**config.mk**
```make
export PLATFORM = sky130hd
export DESIGN_NAME = instr_encoder
export DESIGN_NICKNAME = d
export VERILOG_FILES = /design/src/rtl/instr_encoder.sv
export SDC_FILE = /design/constraint.sdc
export NUM_CORES = 1
export LEC_CHECK = 0
export CAP_MARGIN = 20
export CORE_ASPECT_RATIO = 1.5
export CORE_MARGIN = 2
export CORE_UTILIZATION = 47
export CTS_CLUSTER_DIAMETER = 150
export CTS_CLUSTER_SIZE = 12
export DETAILED_ROUTE_END_ITERATION = 10
export MAX_ROUTING_LAYER = met4
export PLACE_DENSITY = 0.82
export SETUP_SLACK_MARGIN = 0.4
export SLEW_MARGIN = 20
export SYNTH_ARGS = -nofsm -noshare
export SYNTH_HDL_FRONTEND = slang
export SYNTH_SLANG_ARGS = --single-unit
```
**constraint.sdc**
```tcl
create_clock -name clk -period 2.71 [get_ports clk]
set_input_delay 0.6775 -clock clk [delete_from_list [all_inputs] [get_ports clk]]
set_output_delay 0.6775 -clock clk [all_outputs]
set_load 0.02 [all_outputs]
```
**src/rtl/instr_encoder.sv**
```systemverilog
// instr_encoder: turns decoded control-unit operations (cuOP, register
// indices, packed immediate) back into 32-bit RV32I instruction words.
// One registered output slot with valid/ready on both sides, a word
// address counter for the slot and a saturating illegal-op counter.
module instr_encoder #(
  parameter logic [31:0] BASE_ADDR = 32'h0000_0000
) (
  input  logic        clk,
  input  logic        nrst,
  input  logic        clear,
  input  logic        in_valid,
  output logic        in_ready,
  input  logic [5:0]  in_cuop,
  input  logic [4:0]  in_rd,
  input  logic [4:0]  in_rs1,
  input  logic [4:0]  in_rs2,
  input  logic [19:0] in_imm,
  output logic        out_valid,
  input  logic        out_ready,
  output logic [31:0] out_instr,
  output logic [31:0] out_addr,
  output logic        err,
  output logic [7:0]  err_count
);

  localparam logic [6:0] OPC_LUI    = 7'b0110111;
  localparam logic [6:0] OPC_AUIPC  = 7'b0010111;
  localparam logic [6:0] OPC_JAL    = 7'b1101111;
  localparam logic [6:0] OPC_JALR   = 7'b1100111;
  localparam logic [6:0] OPC_BRANCH = 7'b1100011;
  localparam logic [6:0] OPC_LOAD   = 7'b0000011;
  localparam logic [6:0] OPC_STORE  = 7'b0100011;
  localparam logic [6:0] OPC_OPIMM  = 7'b0010011;
  localparam logic [6:0] OPC_OP     = 7'b0110011;

  logic        valid_q, valid_d;
  logic [31:0] instr_q, instr_d;
  logic [31:0] addr_q, addr_d;
  logic        err_q, err_d;
  logic [7:0]  cnt_q, cnt_d;

  logic [31:0] enc_word;
  logic        enc_legal;
  logic        accept;
  logic        out_hs;

  assign in_ready  = !valid_q || out_ready;
  assign accept    = in_valid && in_ready;
  assign out_hs    = valid_q && out_ready;
  assign out_valid = valid_q;
  assign out_instr = instr_q;
  assign out_addr  = addr_q;
  assign err       = err_q;
  assign err_count = cnt_q;

  // Map the cuOP to its RV32I format, opcode and funct3/funct7, then assemble the word.
  always_comb begin
    enc_word  = 32'h0;
    enc_legal = 1'b1;
    case (in_cuop)
      6'd0: enc_word = {in_imm, in_rd, OPC_LUI};
      6'd1: enc_word = {in_imm, in_rd, OPC_AUIPC};
      6'd2: enc_word = {in_imm, in_rd, OPC_JAL};
      6'd3: enc_word = {in_imm[11:0], in_rs1, 3'b000, in_rd, OPC_JALR};
      6'd4: enc_word = {in_imm[11:5], in_rs2, in_rs1, 3'b000, in_imm[4:0], OPC_BRANCH};
      6'd5: enc_word = {in_imm[11:5], in_rs2, in_rs1, 3'b001, in_imm[4:0], OPC_BRANCH};
      6'd6: enc_word = {in_imm[11:5], in_rs2, in_rs1, 3'b100, in_imm[4:0], OPC_BRANCH};
      6'd7: enc_word = {in_imm[11:5], in_rs2, in_rs1, 3'b101, in_imm[4:0], OPC_BRANCH};
      6'd8: enc_word = {in_imm[11:5], in_rs2, in_rs1, 3'b110, in_imm[4:0], OPC_BRANCH};
      6'd9: enc_word = {in_imm[11:5], in_rs2, in_rs1, 3'b111, in_imm[4:0], OPC_BRANCH};
      6'd10: enc_word = {in_imm[11:0], in_rs1, 3'b000, in_rd, OPC_LOAD};
      6'd11: enc_word = {in_imm[11:0], in_rs1, 3'b001, in_rd, OPC_LOAD};
      6'd12: enc_word = {in_imm[11:0], in_rs1, 3'b010, in_rd, OPC_LOAD};
      6'd13: enc_word = {in_imm[11:0], in_rs1, 3'b100, in_rd, OPC_LOAD};
      6'd14: enc_word = {in_imm[11:0], in_rs1, 3'b101, in_rd, OPC_LOAD};
      6'd15: enc_word = {in_imm[11:5], in_rs2, in_rs1, 3'b000, in_imm[4:0], OPC_STORE};
      6'd16: enc_word = {in_imm[11:5], in_rs2, in_rs1, 3'b001, in_imm[4:0], OPC_STORE};
      6'd17: enc_word = {in_imm[11:5], in_rs2, in_rs1, 3'b010, in_imm[4:0], OPC_STORE};
      6'd18: enc_word = {in_imm[11:0], in_rs1, 3'b000, in_rd, OPC_OPIMM};
      6'd19: enc_word = {in_imm[11:0], in_rs1, 3'b010, in_rd, OPC_OPIMM};
      6'd20: enc_word = {in_imm[11:0], in_rs1, 3'b011, in_rd, OPC_OPIMM};
      6'd22: enc_word = {in_imm[11:0], in_rs1, 3'b100, in_rd, OPC_OPIMM};
      6'd23: enc_word = {in_imm[11:0], in_rs1, 3'b110, in_rd, OPC_OPIMM};
      6'd24: enc_word = {in_imm[11:0], in_rs1, 3'b111, in_rd, OPC_OPIMM};
      6'd25: enc_word = {7'b0000000, in_imm[4:0], in_rs1, 3'b001, in_rd, OPC_OPIMM};
      6'd26: enc_word = {7'b0000000, in_imm[4:0], in_rs1, 3'b101, in_rd, OPC_OPIMM};
      6'd27: enc_word = {7'b0100000, in_imm[4:0], in_rs1, 3'b101, in_rd, OPC_OPIMM};
      6'd28: enc_word = {7'b0000000, in_rs2, in_rs1, 3'b000, in_rd, OPC_OP};
      6'd29: enc_word = {7'b0100000, in_rs2, in_rs1, 3'b000, in_rd, OPC_OP};
      6'd30: enc_word = {7'b0000000, in_rs2, in_rs1, 3'b001, in_rd, OPC_OP};
      6'd31: enc_word = {7'b0000000, in_rs2, in_rs1, 3'b010, in_rd, OPC_OP};
      6'd32: enc_word = {7'b0000000, in_rs2, in_rs1, 3'b011, in_rd, OPC_OP};
      6'd33: enc_word = {7'b0000000, in_rs2, in_rs1, 3'b100, in_rd, OPC_OP};
      6'd34: enc_word = {7'b0000000, in_rs2, in_rs1, 3'b101, in_rd, OPC_OP};
      6'd35: enc_word = {7'b0100000, in_rs2, in_rs1, 3'b101, in_rd, OPC_OP};
      6'd36: enc_word = {7'b0000000, in_rs2, in_rs1, 3'b110, in_rd, OPC_OP};
      6'd37: enc_word = {7'b0000000, in_rs2, in_rs1, 3'b111, in_rd, OPC_OP};
      default: enc_legal = 1'b0;
    endcase
  end

  // Next-state for the slot, address counter and error bookkeeping.
  always_comb begin
    valid_d = valid_q;
    instr_d = instr_q;
    addr_d  = addr_q;
    err_d   = 1'b0;
    cnt_d   = cnt_q;
    if (clear) begin
      valid_d = 1'b0;
      addr_d  = BASE_ADDR;
    end else begin
      if (out_hs) begin
        valid_d = 1'b0;
        addr_d  = addr_q + 32'd4;
      end
      if (accept) begin
        if (enc_legal) begin
          valid_d = 1'b1;
          instr_d = enc_word;
        end else begin
          err_d = 1'b1;
          if (cnt_q != 8'hFF) begin
            cnt_d = cnt_q + 8'd1;
          end
        end
      end
    end
  end

  // Register stage with synchronous active-low reset.
  always_ff @(posedge clk) begin
    if (!nrst) begin
      valid_q <= 1'b0;
      instr_q <= 32'h0;
      addr_q  <= BASE_ADDR;
      err_q   <= 1'b0;
      cnt_q   <= 8'h0;
    end else begin
      valid_q <= valid_d;
      instr_q <= instr_d;
      addr_q  <= addr_d;
      err_q   <= err_d;
      cnt_q   <= cnt_d;
    end
  end

endmodule
```
==> flow_metrics.tcl <==
set metrics [dict create \
    worst_pin_slew_ns 0.541 \
    syn-cell-area_um2 3840 \
    crit_buf_inv 1 \
    vias_per_cell 5.97 \
    route.detailed.drc 0 \
    numClockSinks 71 \
    holdPathStages 2 \
    reg2reg_to "out_addr[31]" \
    critPathMaxStageDelay_ns 0.66 \
    p_leak_nw 2.22 \
    htreeDepth 3 \
    pwr-share-seq 0.358 \
    synth_edf_count 0 \
    grt_pass1_vias 3969 \
    fillerInstances 594 \
    final_cells 701 \
    core_um2 7960 \
    grt_pass1_wl_um 19100 \
    cts_made_buffers 9 \
    yosysUniqueCellTypes 61 \
    pwr-share-comb 0.154 \
    die_x_um 77.8 \
    gp_congestion 0.900 \
    syn_area_per_cell_um2 8.25 \
    drt_pass1_iterations 8 \
    io_pins 121 \
    rsz0062_at_grt "false" \
    r2r_cells 5 \
    start_util 0.483 \
    power.density_nw_per_um2 524 \
    final_layout_size_suffix_gt1_frac 0.121 \
    fmax_mhz 470 \
    clkPwrFrac 0.488 \
    critPathTopFamily "buffers and inverters" \
    numPortBuffers 118 \
    async_flop_share 0 \
    dr_wl_met3_um 940 \
    num_vias 4188 \
    area_delta_synth_final_pct 51.7 \
    hp-class "flip-flop to flip-flop" \
    ant_nets 0 \
    multi_input_area_um2 2280 \
    die_y_um 115 \
    netlist_instances 466 \
    drv_slew 0 \
    route.met2.wl_um 6810 \
    diodes 0 \
    critPathMaxFanout 6 \
    clk_path_buf_depth 2 \
    crit_path_end_kind "output port" \
    status "finished, final reports clean" \
    worstPathCellList "clkdlybuf4s50_1" \
    grt_antenna_before_repair 0 \
    row_count 40 \
    path_class "flip-flop to output port" \
    overflow 0 \
    fin_crit_ns 2.13 \
    clk_pin_slew_ns 0.06 \
    startpoint_type "flip-flop" \
    met1Wirelength_um 4470 \
    netSwitchingPower_uw 710 \
    fin_skew_ns 0.00590 \
    place_ws_ns 0.00128 \
    drtIter0Drc 233 \
    totalWireLength_um 12600 \
    ys_warn_count 0 \
    clock_latency_ns 0.33 \
    ir_drop_uv 336 \
    wire_per_inst_um 17.9 \
    setup_tns_ns 0 \
    grt_max_degree 43 \
    track_usage 0.276 \
    finalHoldViolations 0 \
    dpl.hpwl_um 8720 \
    cap_violations 0 \
    seq_area_um2 1420 \
    hold_start "out_instr[3]" \
    layout.nets 639 \
    cp_slowest_cell "clkdlybuf4s50_1" \
    top_layer "met4" \
    hold_buffers 0 \
    maxSlewHeadroom 0.639 \
    p_int_mw 2.35 \
    swShare 0.232 \
    r2r-start "out_addr[10]" \
    seq_area_frac_synth 0.370 \
    whs_endpoint "out_instr[3]" \
    synth_ff_type "dfxtp_1" \
    ctsRootBufferMaster "clkbuf_16" \
    placed_cells 679 \
    cts_tree "built" \
    timing.hold.ws_ns 0.454 \
    cp.required_ns 2.03 \
    die-area_um2 8930 \
    rrSetupSlack_ns 0.88 \
    post-route-period-util 0.785 \
    synth_seq_cells 71 \
    cp_data_arrival_time_ns 1.45 \
    setup_slack_ns 0.583 \
    finalSetupViolCount 0 \
]
==> cell families (layout without fill, tap and decap cells) <==
kind of cell / after synthesis / after routing / synth area share
muxes: 9 / 9 / 0.0234
buffers and inverters: 53 / 182 / 0.0612
adders and majority gates: 2 / 2 / 0.00651
DFF: 71 / 71 / 0.370
other: 1 / 2 / 0.000976
and+or+nand+nor: 180 / 180 / 0.247
AOI/OAI and AO/OA: 121 / 121 / 0.225
xor gates and xnor gates: 29 / 29 / 0.0661
==> sequential cells by signal (all words and copies together) (netlist names) <==
name / count
err: 1
err_count: 8
out_addr: 30
out_instr: 31
out_valid: 1
==> worst max path at each step <==
stage                       from       endpoint  slack, ns  cells past startpoint
CTS                    out_ready       in_ready       0.39                      3
finish              err_count[0]   err_count[0]       0.58                      1
floorplan             in_cuop[0]  out_instr[30]       0.58                      6
global placement       out_ready       in_ready      0.003                      3
global route           out_valid      out_valid       0.55                      1
detailed placement    in_cuop[1]  out_instr[21]      0.001                      7
==> layout make-up <==
| type | count | share of cell area |
|---|---|---|
| clock inverters | 5 | 0.0219 |
| inverters | 15 | 0.00966 |
| repair buffers | 151 | 0.268 |
| multi-input cells | 343 | 0.390 |
| well taps | 105 | 0.0225 |
| flip-flops and latches | 71 | 0.244 |
| clock buffers | 11 | 0.0434 |
==> stage by stage <==
stage / cell area, um^2 / utilization / total power [mW]
6_report: 5830 / 0.733 / 3.06
5_1_grt: 5830 / 0.733 / 3.15
4_1_cts: 5660 / 0.712 / 3.04
3_5_place_dp: 5260 / 0.661 / 1.55
3_3_place_gp: 5260 / 0.661 / 1.54
2_1_floorplan: 3850 / - / 1.33
==> repair_timing <==
item                       CTS  global route
setup endpoints to repair   10            36
buffers inserted             0             5
gates cloned                 0             1
pin swaps                    0             1
resized for setup            6            24
==> layout by cell type, fill, tap and decap left out, types with 4 or more instances in the layout <==
cell             count
o211ai_1             4
a32oi_1              9
a21oi_1             23
a222oi_1             5
nand2b_1             8
o211a_1             11
bufinv_16            4
clkdlybuf4s50_1    110
o21ai_0             30
buf_4               22
nor4_1               8
nand3_1             19
and2_1               5
mux2i_1              9
dfxtp_1             71
buf_12               7
and4_1               8
clkbuf_16           10
nand4_1              9
or3_1                4
o221ai_1             5
nor2b_1              5
xnor2_1             19
a31oi_1              6
nor3_1              10
xor2_1              10
dlymetal6s2s_1       7
a211oi_1             4
nor2_1              35
inv_1               14
nand2_1             43
==> per-layer routing <==
metal,vias up,global-route usage
met4,0,0.126
met5,-,-
li1,1958,-
met2,217,0.502
met1,1989,0.291
met3,24,0.0447
==> power groups by stage <==
stage	clock network [mW]	logic (mW)	registers (mW)
floorplan	0	0.183	1.15
global placement	0	0.430	1.11
detailed placement	0	0.435	1.11
CTS	1.51	0.440	1.09
global route	1.56	0.498	1.09
finish	1.49	0.471	1.09
==> synthesized netlist by cell type, types with 2 or more instances <==
cell type  instances  area, um^2
dfxtp_1           71        1420
nand2_1           43         161
nor2_1            35         131
o21ai_0           30         150
a21oi_1           23         115
nand3_1           19        95.1
xnor2_1           19         166
clkbuf_1          18        67.6
inv_1             14        52.6
nor4_1            12        75.1
buf_2             11        55.1
nor3_1            11        55.1
o211a_1           11         110
xor2_1            10        87.6
a32oi_1            9        78.8
mux2i_1            9        90.1
nand2b_1           9        56.3
nand4_1            9        56.3
and4_1             8        70.1
and2_1             7        43.8
a211oi_1           6        45.0
a31oi_1            6        37.5
buf_4              6        45.0
a222oi_1           5        50.1
nor2b_1            5        31.3
o221ai_1           5        43.8
o211ai_1           4        30.0
or3_1              4        25.0
and3_1             3        18.8
buf_1              3        11.3
nand3b_1           3        22.5
nor3b_1            3        22.5
a21boi_1           2        15.0
a221oi_1           2        17.5
a31o_2             2        17.5
ha_1               2        25.0
o21a_1             2        15.0
o22ai_1            2        12.5
No activity file was read; power rests on OpenSTA's default activity.
